--- src/rtl/mem_stage_ctrl_if.sv ---
// mem_stage_ctrl_if: data-memory request/acknowledge bus between the M stage
// and the data memory.
//   req    master->slave  request pending (held until ack)
//   we     master->slave  1 = write, 0 = read
//   addr   master->slave  word-aligned byte address
//   wdata  master->slave  store data
//   rdata  slave->master  load data, valid with ack
//   ack    slave->master  one-cycle completion pulse
interface mem_stage_ctrl_if #(
  parameter int DATA_W = 32
);
  logic              req;
  logic              we;
  logic [DATA_W-1:0] addr;
  logic [DATA_W-1:0] wdata;
  logic [DATA_W-1:0] rdata;
  logic              ack;

  modport master (output req, we, addr, wdata, input rdata, ack);
  modport slave  (input req, we, addr, wdata, output rdata, ack);
endinterface

--- src/rtl/mem_stage_ctrl.sv ---
// mem_stage_ctrl: memory (M) stage of the 5-stage pipeline.
// Takes the EX/MEM register outputs, runs a variable-latency data-memory
// access over the dmem bus, stalls upstream while it is outstanding, loads
// the MEM/WB register and supplies the M-stage forwarding value.
//
// Ports:
//   clk, reset           clock; synchronous active-high reset
//   *_m inputs           EX/MEM control and data
//   dmem                 memory bus (master side), outputs registered
//   stall_m              freezes PC, IF/ID, ID/EX, EX/MEM
//   fwd_data_m           forwarding value to execute stage (combinational)
//   *_w outputs          MEM/WB register
//   mem_err              sticky access-timeout flag
//
// Build option: define MEM_TIMEOUT_EN to abort a BUSY access after
// TIMEOUT_CYCLES cycles without ack; otherwise BUSY waits indefinitely and
// mem_err is tied 0.
//
// state | meaning
// IDLE  | no access outstanding; non-memory ops pass through in one cycle
// BUSY  | request on the bus, waiting for ack
// DONE  | data captured, pipeline released, MEM/WB loads
module mem_stage_ctrl #(
  parameter int DATA_W         = 32,
  parameter int REG_W          = 5,
  parameter int PC_W           = 5,
  parameter int TIMEOUT_CYCLES = 16
) (
  input  logic                  clk,
  input  logic                  reset,
  input  logic                  mem_read_m,
  input  logic                  mem_write_m,
  input  logic                  mem_to_reg_m,
  input  logic                  reg_write_m,
  input  logic                  jal_m,
  input  logic [DATA_W-1:0]     alu_result_m,
  input  logic [DATA_W-1:0]     write_data_m,
  input  logic [REG_W-1:0]      reg_dst_m,
  input  logic [PC_W-1:0]       pc_m,
  mem_stage_ctrl_if.master      dmem,
  output logic                  stall_m,
  output logic [DATA_W-1:0]     fwd_data_m,
  output logic                  reg_write_w,
  output logic                  mem_to_reg_w,
  output logic                  jal_w,
  output logic [DATA_W-1:0]     read_data_w,
  output logic [DATA_W-1:0]     alu_result_w,
  output logic [REG_W-1:0]      reg_dst_w,
  output logic [PC_W-1:0]       pc_w,
  output logic                  mem_err
);

  typedef enum logic [1:0] {S_IDLE, S_BUSY, S_DONE} state_e;

  state_e            state_q, state_d;
  logic              req_q, req_d;
  logic              we_q, we_d;
  logic [DATA_W-1:0] addr_q, addr_d;
  logic [DATA_W-1:0] wdata_q, wdata_d;
  logic [DATA_W-1:0] rdata_buf_q, rdata_buf_d;
  logic              reg_write_w_q, reg_write_w_d;
  logic              mem_to_reg_w_q, mem_to_reg_w_d;
  logic              jal_w_q, jal_w_d;
  logic [DATA_W-1:0] read_data_w_q, read_data_w_d;
  logic [DATA_W-1:0] alu_result_w_q, alu_result_w_d;
  logic [REG_W-1:0]  reg_dst_w_q, reg_dst_w_d;
  logic [PC_W-1:0]   pc_w_q, pc_w_d;
  logic              stall_int;
  logic              mem_op;
  logic              ack_hit;
  logic              timeout_hit;

  assign mem_op  = mem_read_m | mem_write_m;
  // Ack only counts while waiting, so a stretched or stray ack is harmless.
  assign ack_hit = (state_q == S_BUSY) && dmem.ack;

`ifdef MEM_TIMEOUT_EN
  localparam logic [7:0] TO_LAST = 8'(TIMEOUT_CYCLES - 1);
  logic [7:0] wait_cnt_q, wait_cnt_d;
  logic       mem_err_q, mem_err_d;
  // Ack in the same cycle as the timeout takes priority.
  assign timeout_hit = (state_q == S_BUSY) && !dmem.ack && (wait_cnt_q == TO_LAST);
  assign mem_err     = mem_err_q;
`else
  assign timeout_hit = 1'b0;
  assign mem_err     = 1'b0;
`endif

  always_ff @(posedge clk) begin
    if (reset) begin
      state_q        <= S_IDLE;
      req_q          <= 1'b0;
      we_q           <= 1'b0;
      addr_q         <= '0;
      wdata_q        <= '0;
      rdata_buf_q    <= '0;
      reg_write_w_q  <= 1'b0;
      mem_to_reg_w_q <= 1'b0;
      jal_w_q        <= 1'b0;
      read_data_w_q  <= '0;
      alu_result_w_q <= '0;
      reg_dst_w_q    <= '0;
      pc_w_q         <= '0;
`ifdef MEM_TIMEOUT_EN
      wait_cnt_q     <= '0;
      mem_err_q      <= 1'b0;
`endif
    end else begin
      state_q        <= state_d;
      req_q          <= req_d;
      we_q           <= we_d;
      addr_q         <= addr_d;
      wdata_q        <= wdata_d;
      rdata_buf_q    <= rdata_buf_d;
      reg_write_w_q  <= reg_write_w_d;
      mem_to_reg_w_q <= mem_to_reg_w_d;
      jal_w_q        <= jal_w_d;
      read_data_w_q  <= read_data_w_d;
      alu_result_w_q <= alu_result_w_d;
      reg_dst_w_q    <= reg_dst_w_d;
      pc_w_q         <= pc_w_d;
`ifdef MEM_TIMEOUT_EN
      wait_cnt_q     <= wait_cnt_d;
      mem_err_q      <= mem_err_d;
`endif
    end
  end

  always_comb begin
    state_d = state_q;
    case (state_q)
      S_IDLE:  if (mem_op) state_d = S_BUSY;
      S_BUSY:  if (ack_hit || timeout_hit) state_d = S_DONE;
      S_DONE:  state_d = S_IDLE;
      default: state_d = S_IDLE;
    endcase
  end

  always_comb begin
    stall_int   = 1'b0;
    req_d       = req_q;
    we_d        = we_q;
    addr_d      = addr_q;
    wdata_d     = wdata_q;
    rdata_buf_d = rdata_buf_q;
`ifdef MEM_TIMEOUT_EN
    wait_cnt_d  = wait_cnt_q;
    mem_err_d   = mem_err_q;
`endif
    case (state_q)
      S_IDLE: begin
        if (mem_op) begin
          stall_int = 1'b1;
          req_d     = 1'b1;
          we_d      = mem_write_m;
          addr_d    = {alu_result_m[DATA_W-1:2], 2'b00};
          wdata_d   = write_data_m;
`ifdef MEM_TIMEOUT_EN
          wait_cnt_d = '0;
`endif
        end
      end
      S_BUSY: begin
        stall_int = 1'b1;
        if (ack_hit) begin
          req_d       = 1'b0;
          // Stores write back zero rather than whatever the bus returned.
          rdata_buf_d = we_q ? '0 : dmem.rdata;
        end else if (timeout_hit) begin
          req_d       = 1'b0;
          rdata_buf_d = DATA_W'(32'hDEADBEEF);
`ifdef MEM_TIMEOUT_EN
          mem_err_d   = 1'b1;
`endif
        end else begin
`ifdef MEM_TIMEOUT_EN
          wait_cnt_d = wait_cnt_q + 8'd1;
`endif
        end
      end
      default: ;
    endcase

    // Bubble into MEM/WB while stalled; data fields simply hold.
    reg_write_w_d  = 1'b0;
    mem_to_reg_w_d = 1'b0;
    jal_w_d        = 1'b0;
    read_data_w_d  = read_data_w_q;
    alu_result_w_d = alu_result_w_q;
    reg_dst_w_d    = reg_dst_w_q;
    pc_w_d         = pc_w_q;
    if (!stall_int) begin
      reg_write_w_d  = reg_write_m;
      mem_to_reg_w_d = mem_to_reg_m;
      jal_w_d        = jal_m;
      read_data_w_d  = (state_q == S_DONE) ? rdata_buf_q : '0;
      alu_result_w_d = alu_result_m;
      reg_dst_w_d    = reg_dst_m;
      pc_w_d         = pc_m;
    end
  end

  assign stall_m    = stall_int & ~reset;
  assign fwd_data_m = jal_m ? {{(DATA_W-PC_W){1'b0}}, pc_m} : alu_result_m;

  assign dmem.req     = req_q;
  assign dmem.we      = we_q;
  assign dmem.addr    = addr_q;
  assign dmem.wdata   = wdata_q;
  assign reg_write_w  = reg_write_w_q;
  assign mem_to_reg_w = mem_to_reg_w_q;
  assign jal_w        = jal_w_q;
  assign read_data_w  = read_data_w_q;
  assign alu_result_w = alu_result_w_q;
  assign reg_dst_w    = reg_dst_w_q;
  assign pc_w         = pc_w_q;

endmodule

--- src/flat_wrapper.sv ---
// flat-port wrapper written by rule: the top's interface ports become plain ports
module mem_stage_ctrl_flat 
#(
  parameter int DATA_W         = 32,
  parameter int REG_W          = 5,
  parameter int PC_W           = 5,
  parameter int TIMEOUT_CYCLES = 16
)
  (clk, reset, mem_read_m, mem_write_m, mem_to_reg_m, reg_write_m, jal_m, alu_result_m, write_data_m, reg_dst_m, pc_m, stall_m, fwd_data_m, reg_write_w, mem_to_reg_w, jal_w, read_data_w, alu_result_w, reg_dst_w, pc_w, mem_err, dmem_req, dmem_we, dmem_addr, dmem_wdata, dmem_rdata, dmem_ack);
  mem_stage_ctrl_if #(.DATA_W(DATA_W)) dmem_i ();
  input  logic clk;
  input  logic reset;
  input  logic mem_read_m;
  input  logic mem_write_m;
  input  logic mem_to_reg_m;
  input  logic reg_write_m;
  input  logic jal_m;
  input  logic [DATA_W-1:0] alu_result_m;
  input  logic [DATA_W-1:0] write_data_m;
  input  logic [REG_W-1:0] reg_dst_m;
  input  logic [PC_W-1:0] pc_m;
  output logic stall_m;
  output logic [DATA_W-1:0] fwd_data_m;
  output logic reg_write_w;
  output logic mem_to_reg_w;
  output logic jal_w;
  output logic [DATA_W-1:0] read_data_w;
  output logic [DATA_W-1:0] alu_result_w;
  output logic [REG_W-1:0] reg_dst_w;
  output logic [PC_W-1:0] pc_w;
  output logic mem_err;
  output wire logic [$bits(dmem_i.req)-1:0] dmem_req;
  output wire logic [$bits(dmem_i.we)-1:0] dmem_we;
  output wire logic [$bits(dmem_i.addr)-1:0] dmem_addr;
  output wire logic [$bits(dmem_i.wdata)-1:0] dmem_wdata;
  input wire logic [$bits(dmem_i.rdata)-1:0] dmem_rdata;
  input wire logic [$bits(dmem_i.ack)-1:0] dmem_ack;
  assign dmem_req = dmem_i.req;
  assign dmem_we = dmem_i.we;
  assign dmem_addr = dmem_i.addr;
  assign dmem_wdata = dmem_i.wdata;
  assign dmem_i.rdata = dmem_rdata;
  assign dmem_i.ack = dmem_ack;
  mem_stage_ctrl #(.DATA_W(DATA_W), .REG_W(REG_W), .PC_W(PC_W), .TIMEOUT_CYCLES(TIMEOUT_CYCLES)) u_core (.clk(clk), .reset(reset), .mem_read_m(mem_read_m), .mem_write_m(mem_write_m), .mem_to_reg_m(mem_to_reg_m), .reg_write_m(reg_write_m), .jal_m(jal_m), .alu_result_m(alu_result_m), .write_data_m(write_data_m), .reg_dst_m(reg_dst_m), .pc_m(pc_m), .dmem(dmem_i), .stall_m(stall_m), .fwd_data_m(fwd_data_m), .reg_write_w(reg_write_w), .mem_to_reg_w(mem_to_reg_w), .jal_w(jal_w), .read_data_w(read_data_w), .alu_result_w(alu_result_w), .reg_dst_w(reg_dst_w), .pc_w(pc_w), .mem_err(mem_err));
endmodule
--- config.mk ---
export PLATFORM = sky130hd
export DESIGN_NAME = mem_stage_ctrl_flat
export DESIGN_NICKNAME = d
export VERILOG_FILES = /design/src/rtl/mem_stage_ctrl_if.sv /design/src/rtl/mem_stage_ctrl.sv /design/src/flat_wrapper.sv
export SDC_FILE = /design/constraint.sdc
export NUM_CORES = 1
export LEC_CHECK = 0
export CAP_MARGIN = 10
export CORE_MARGIN = 1.5
export CORE_UTILIZATION = 45
export DETAILED_ROUTE_END_ITERATION = 8
export GPL_ROUTABILITY_DRIVEN = 0
export HOLD_SLACK_MARGIN = 0.02
export PLACE_DENSITY = 0.86
export SLEW_MARGIN = 20
export SYNTH_ARGS = -nofsm -noshare
export SYNTH_HDL_FRONTEND = slang
export SYNTH_SLANG_ARGS = --single-unit
--- constraint.sdc ---
create_clock -name clk -period 3.1 [get_ports clk]
set_input_delay 0.62 -clock clk [delete_from_list [all_inputs] [get_ports clk]]
set_output_delay 0.62 -clock clk [all_outputs]
set_load 0.02 [all_outputs]
=== Word-level counts from Yosys, hierarchy flattened ===
Cells that the tools add are included.

* Eq/ne operators: 4
* Muxes and demuxes: 11
* Bitwise logic cells: 3
* Reduce and logical (&&, ||, !) cells: 8

{| class="wikitable"
|+ Operators with widths
! cell !! number
|-
| $mux 32 || 3
|-
| $reduce_and 2->1 || 3
|-
| $mux 2 || 2
|-
| $ne 2x1->1 const B || 2
|-
| $pmux 1 s2 || 2
|-
| $pmux 2 s2 || 1
|-
| $mux 1 || 3
|-
| $reduce_and 3->1 || 1
|-
| $eq 2x1->1 const B || 1
|-
| $eq 2x2->1 const B || 1
|-
| $logic_not 2->1 || 1
|-
| $reduce_bool 2->1 || 1
|-
| $reduce_or 2->1 || 1
|-
| $and 1x1->1 || 1
|-
| $logic_and 1x1->1 || 1
|-
| $not 1->1 || 1
|-
| $or 1x1->1 || 1
|}

* Register bits: 175
* Input port bits: 114
* Output and inout bits: 177
* Word-level logic and storage cells: 39

=== Depth between registers and ports, before layout ===
* Depth after elaboration: 4
* Gate-level depth with buffers: 6
* Gate-level depth less buffers: 3

=== Worst setup path before layout ===
OpenSTA, ideal clock, no wires.

* Kind: in2out
* Start point: input port jal_m
* End point: output port fwd_data_m[3]
* Arrival time: 1.308 ns
* Required time: 2.480 ns
* Path slack: 1.172 ns
* Stages on the path: 2
* Buffers on the path: 1
* Cell sequence: clkbuf_1 -> mux2_2

* Word-level cells in the longest chain between the ends: 1

{| class="wikitable"
|+ RTL lines
! what !! line !! text
|-
| start, declared || flat_wrapper.sv:17 || <nowiki>input logic jal_m;</nowiki>
|-
| $mux 32 || mem_stage_ctrl.sv:204 || <nowiki>assign fwd_data_m = jal_m ? {{(DATA_W-PC_W){1'b0}}, pc_m} : alu_result_m;</nowiki>
|-
| end, declared || flat_wrapper.sv:23 || <nowiki>output logic [DATA_W-1:0] fwd_data_m;</nowiki>
|}

Every way passes these cells.

=== Final worst setup path ===
* Start point: input port jal_m
* End point: output port fwd_data_m[0]

Same word-level chain as after synthesis.

==> impl_metrics.ini <==
[outcome]
status = finished, final reports clean

[global_route]
antenna_found_initial = 0
grt_overflow = 0
grt_pass1_wl_um = 29900
grt_start_max_net_pins = 75
grt_pass1_vias = 5902
grt.total_usage = 0.257

[critical_path]
crit_path_end_kind = primary output
critPathArrivalTime_ps = 2230
worstPathRequired_ps = 2480
r2r_start = u_core.state_q[0]$_SDFFE_PP0P_
cp_max_fo = 33
rrSetupSlack_ps = 1220
timing.rr.end = u_core.alu_result_w[19]$_SDFFE_PP0N_
criticalPathCategory = in -> out
crit_path_start_kind = primary input
reg2regPathDepth = 4

[clock_tree]
postCtsHoldBufs = 0
clock_sinks = 175
clock_path_buffers = 2
clockRootBuffer = clkbuf_16
numCtsBuffers = 17
cts_resized = 0
clk_latency_ps = 420
clk_pin_slew_ps = 60
cts_setup_buffers = 0
htreeDepth = 4
cts_tree = yes

[synthesis]
synth.distinct_cells = 26
ys_seq_area_frac = 0.550
syn-instance-count = 659
synth_fa_ha_area_frac = 0
synthSimpleGateAreaFrac = 0.149
synth_area_per_cell_um2 = 9.66
ys_seq_elements = 175
synth-xor-area-share = 0
synth_area_mm2 = 0.00637
synth_top_family_by_area = compound AO/OA/AOI/OAI gates
synthMuxAreaShare = 0.00884
yosys_warnings = 0
synth_compound_area_frac = 0.229

[timing]
slew_viol_final = 0
hold_viol = 0
setup_ws_ps = 254
tns_ps = 0
min_period_ps = 2850
finClkSkew_ps = 10.2
rsz0062_at_grt = no
worst_pin_slew_ps = 848
finalSetupViolations = 0
fin_crit_sh = 0.918
fmax_mhz = 351
relSlewSlack = 0.435

[power]
switchingPower_uw = 1450
p_int_uw = 4040
clockPowerShare = 0.372
p_per_area_mw_per_mm2 = 559
ir_drop_v = 0.000380
pwr-share-comb = 0.184
switching_share = 0.264
power_leakage_uw = 0.00359
p_seq_frac = 0.444

[cells_and_area]
fillCellCount = 1003
nets = 1025
drive_gt1_frac = 0.0618
num_antenna_cells = 0
area_growth_pct = 54.4

[route]
drt_first_iter_violations = 531
drtPass1Iterations = 5
wl_per_cell_um = 17.6
vias_per_cell = 5.39
drc = 0
via_count = 5944
wl_um = 19400
ant_nets = 0

[die]
chipHeight_um = 122
coreArea_mm2 = 0.0138
fp.dieW_um = 122
dieArea_mm2 = 0.0149
start_util = 0.460
io_pins = 291
rows = 43

[placement]
placement.io_buffers = 287
dp_hpwl_um = 12800
dp_slack_ps = 250

[min_path]
hold_end = u_core.rdata_buf_q[21]$_SDFFE_PP0P_
whs_path_depth = 2
worstHoldStart = u_core.rdata_buf_q[21]$_SDFFE_PP0P_
hold_path.class = reg -> reg

[flow_run]
maxCapViolations = 0
## placed cells by master, fill, tap and decap left out, drive strengths merged, types with 2 or more instances in the layout
| cell type | n |
|---|---|
| a21oi | 97 |
| a22o | 74 |
| and2 | 3 |
| buf | 15 |
| clkbuf | 22 |
| clkdlybuf4s50 | 286 |
| clkinv | 3 |
| clkinvlp | 2 |
| conb | 3 |
| dfxtp | 175 |
| inv | 5 |
| mux2 | 5 |
| nand2 | 35 |
| nand3 | 63 |
| nand3b | 33 |
| nor2 | 3 |
| nor2b | 27 |
| nor3 | 3 |
| o21ai | 63 |
| or2 | 2 |
## worst max-delay path, cell delays in order
cell             delay (ps)
clkdlybuf4s50_1         500
buf_12                  210
mux2_2                  360
clkdlybuf4s50_1         540
## layout make-up
type	instances	area [um^2]	area share
Multi-Input combinational cell	413	2500	0.254
Clock inverter	8	81.3	0.00827
Timing Repair Buffer	301	3030	0.308
Tap cell	180	225	0.0229
Clock buffer	22	484	0.0493
Inverter	3	11.3	0.00115
Sequential cell	175	3500	0.356
## power groups by stage
stage / registers, uW / clock network [uW] / logic [uW]
4_1_cts: 2440 / 2070 / 1010
5_1_grt: 2450 / 2170 / 1080
6_report: 2440 / 2040 / 1010
2_1_floorplan: 2610 / 0 / 379
3_3_place_gp: 2480 / 0 / 999
3_5_place_dp: 2490 / 0 / 1010
## state kept, by name, summed over array words and instances, names as in the netlist
name                 count
u_core.mem_to_reg_w      1
u_core.reg_dst_w         5
u_core.rdata_buf_q      32
u_core.dmem.req          1
u_core.reg_write_w       1
u_core.state_q           2
u_core.pc_w              5
u_core.read_data_w      32
u_core.alu_result_w     32
u_core.dmem.wdata       32
u_core.dmem.addr        30
u_core.jal_w             1
u_core.dmem.we           1
## metal layers
metal / wire, um / vias to the layer above / global-route usage
li1: - / 2850 / -
met1: 7730 / 2831 / 0.301
met2: 9640 / 227 / 0.435
met3: 1550 / 36 / 0.0927
met4: 461 / 0 / 0.0912
met5: 0 / - / 0
## cells in the mapped netlist (all sizes together)
library cell	count	share of area
dfxtp	175	0.55
a21oi	97	0.076
a22o	74	0.10
nand3	63	0.050
o21ai	63	0.050
buf	47	0.046
nand2	35	0.021
nand3b	33	0.039
nor2b	27	0.027
clkbuf	23	0.015
mux2	5	0.0088
and2	3	0.0029
inv	3	0.0018
nor2	3	0.0022
nor3	3	0.0047
or2	2	0.0020
and3b	1	0.0014
conb	1	0.00059
o21ba	1	0.0016
## cells by family (layout without fill, tap and decap cells)
logic type,Yosys count,in the layout
AOI/OAI and AO/OA,235,235
DFF,175,175
and+or+nand+nor,170,170
buffers and inverters,73,334
muxes,5,5
other,1,3
## worst max path at each step
stage          startpoint       endpoint  slack (ps)  cells past startpoint
2_1_floorplan       jal_m  fwd_data_m[3]        1170                      2
3_3_place_gp        jal_m  fwd_data_m[1]         270                      4
3_5_place_dp        jal_m  fwd_data_m[0]         250                      4
4_1_cts             jal_m  fwd_data_m[0]         250                      4
5_1_grt             jal_m  fwd_data_m[0]         200                      4
6_report            jal_m  fwd_data_m[0]         250                      4
## stage by stage
stage	util	power, uW	cells	hold WS, ps	cell area [um^2]
after floorplan	-	2990	661	432	6370
after global placement	0.670	3480	1072	437	9260
after detailed placement	0.670	3490	1072	443	9260
after CTS	0.711	5520	1102	451	9830
after global routing	0.711	5700	1102	464	9830
final	0.711	5490	1102	450	9830
Note: power is estimated with default switching activity, not from simulation.
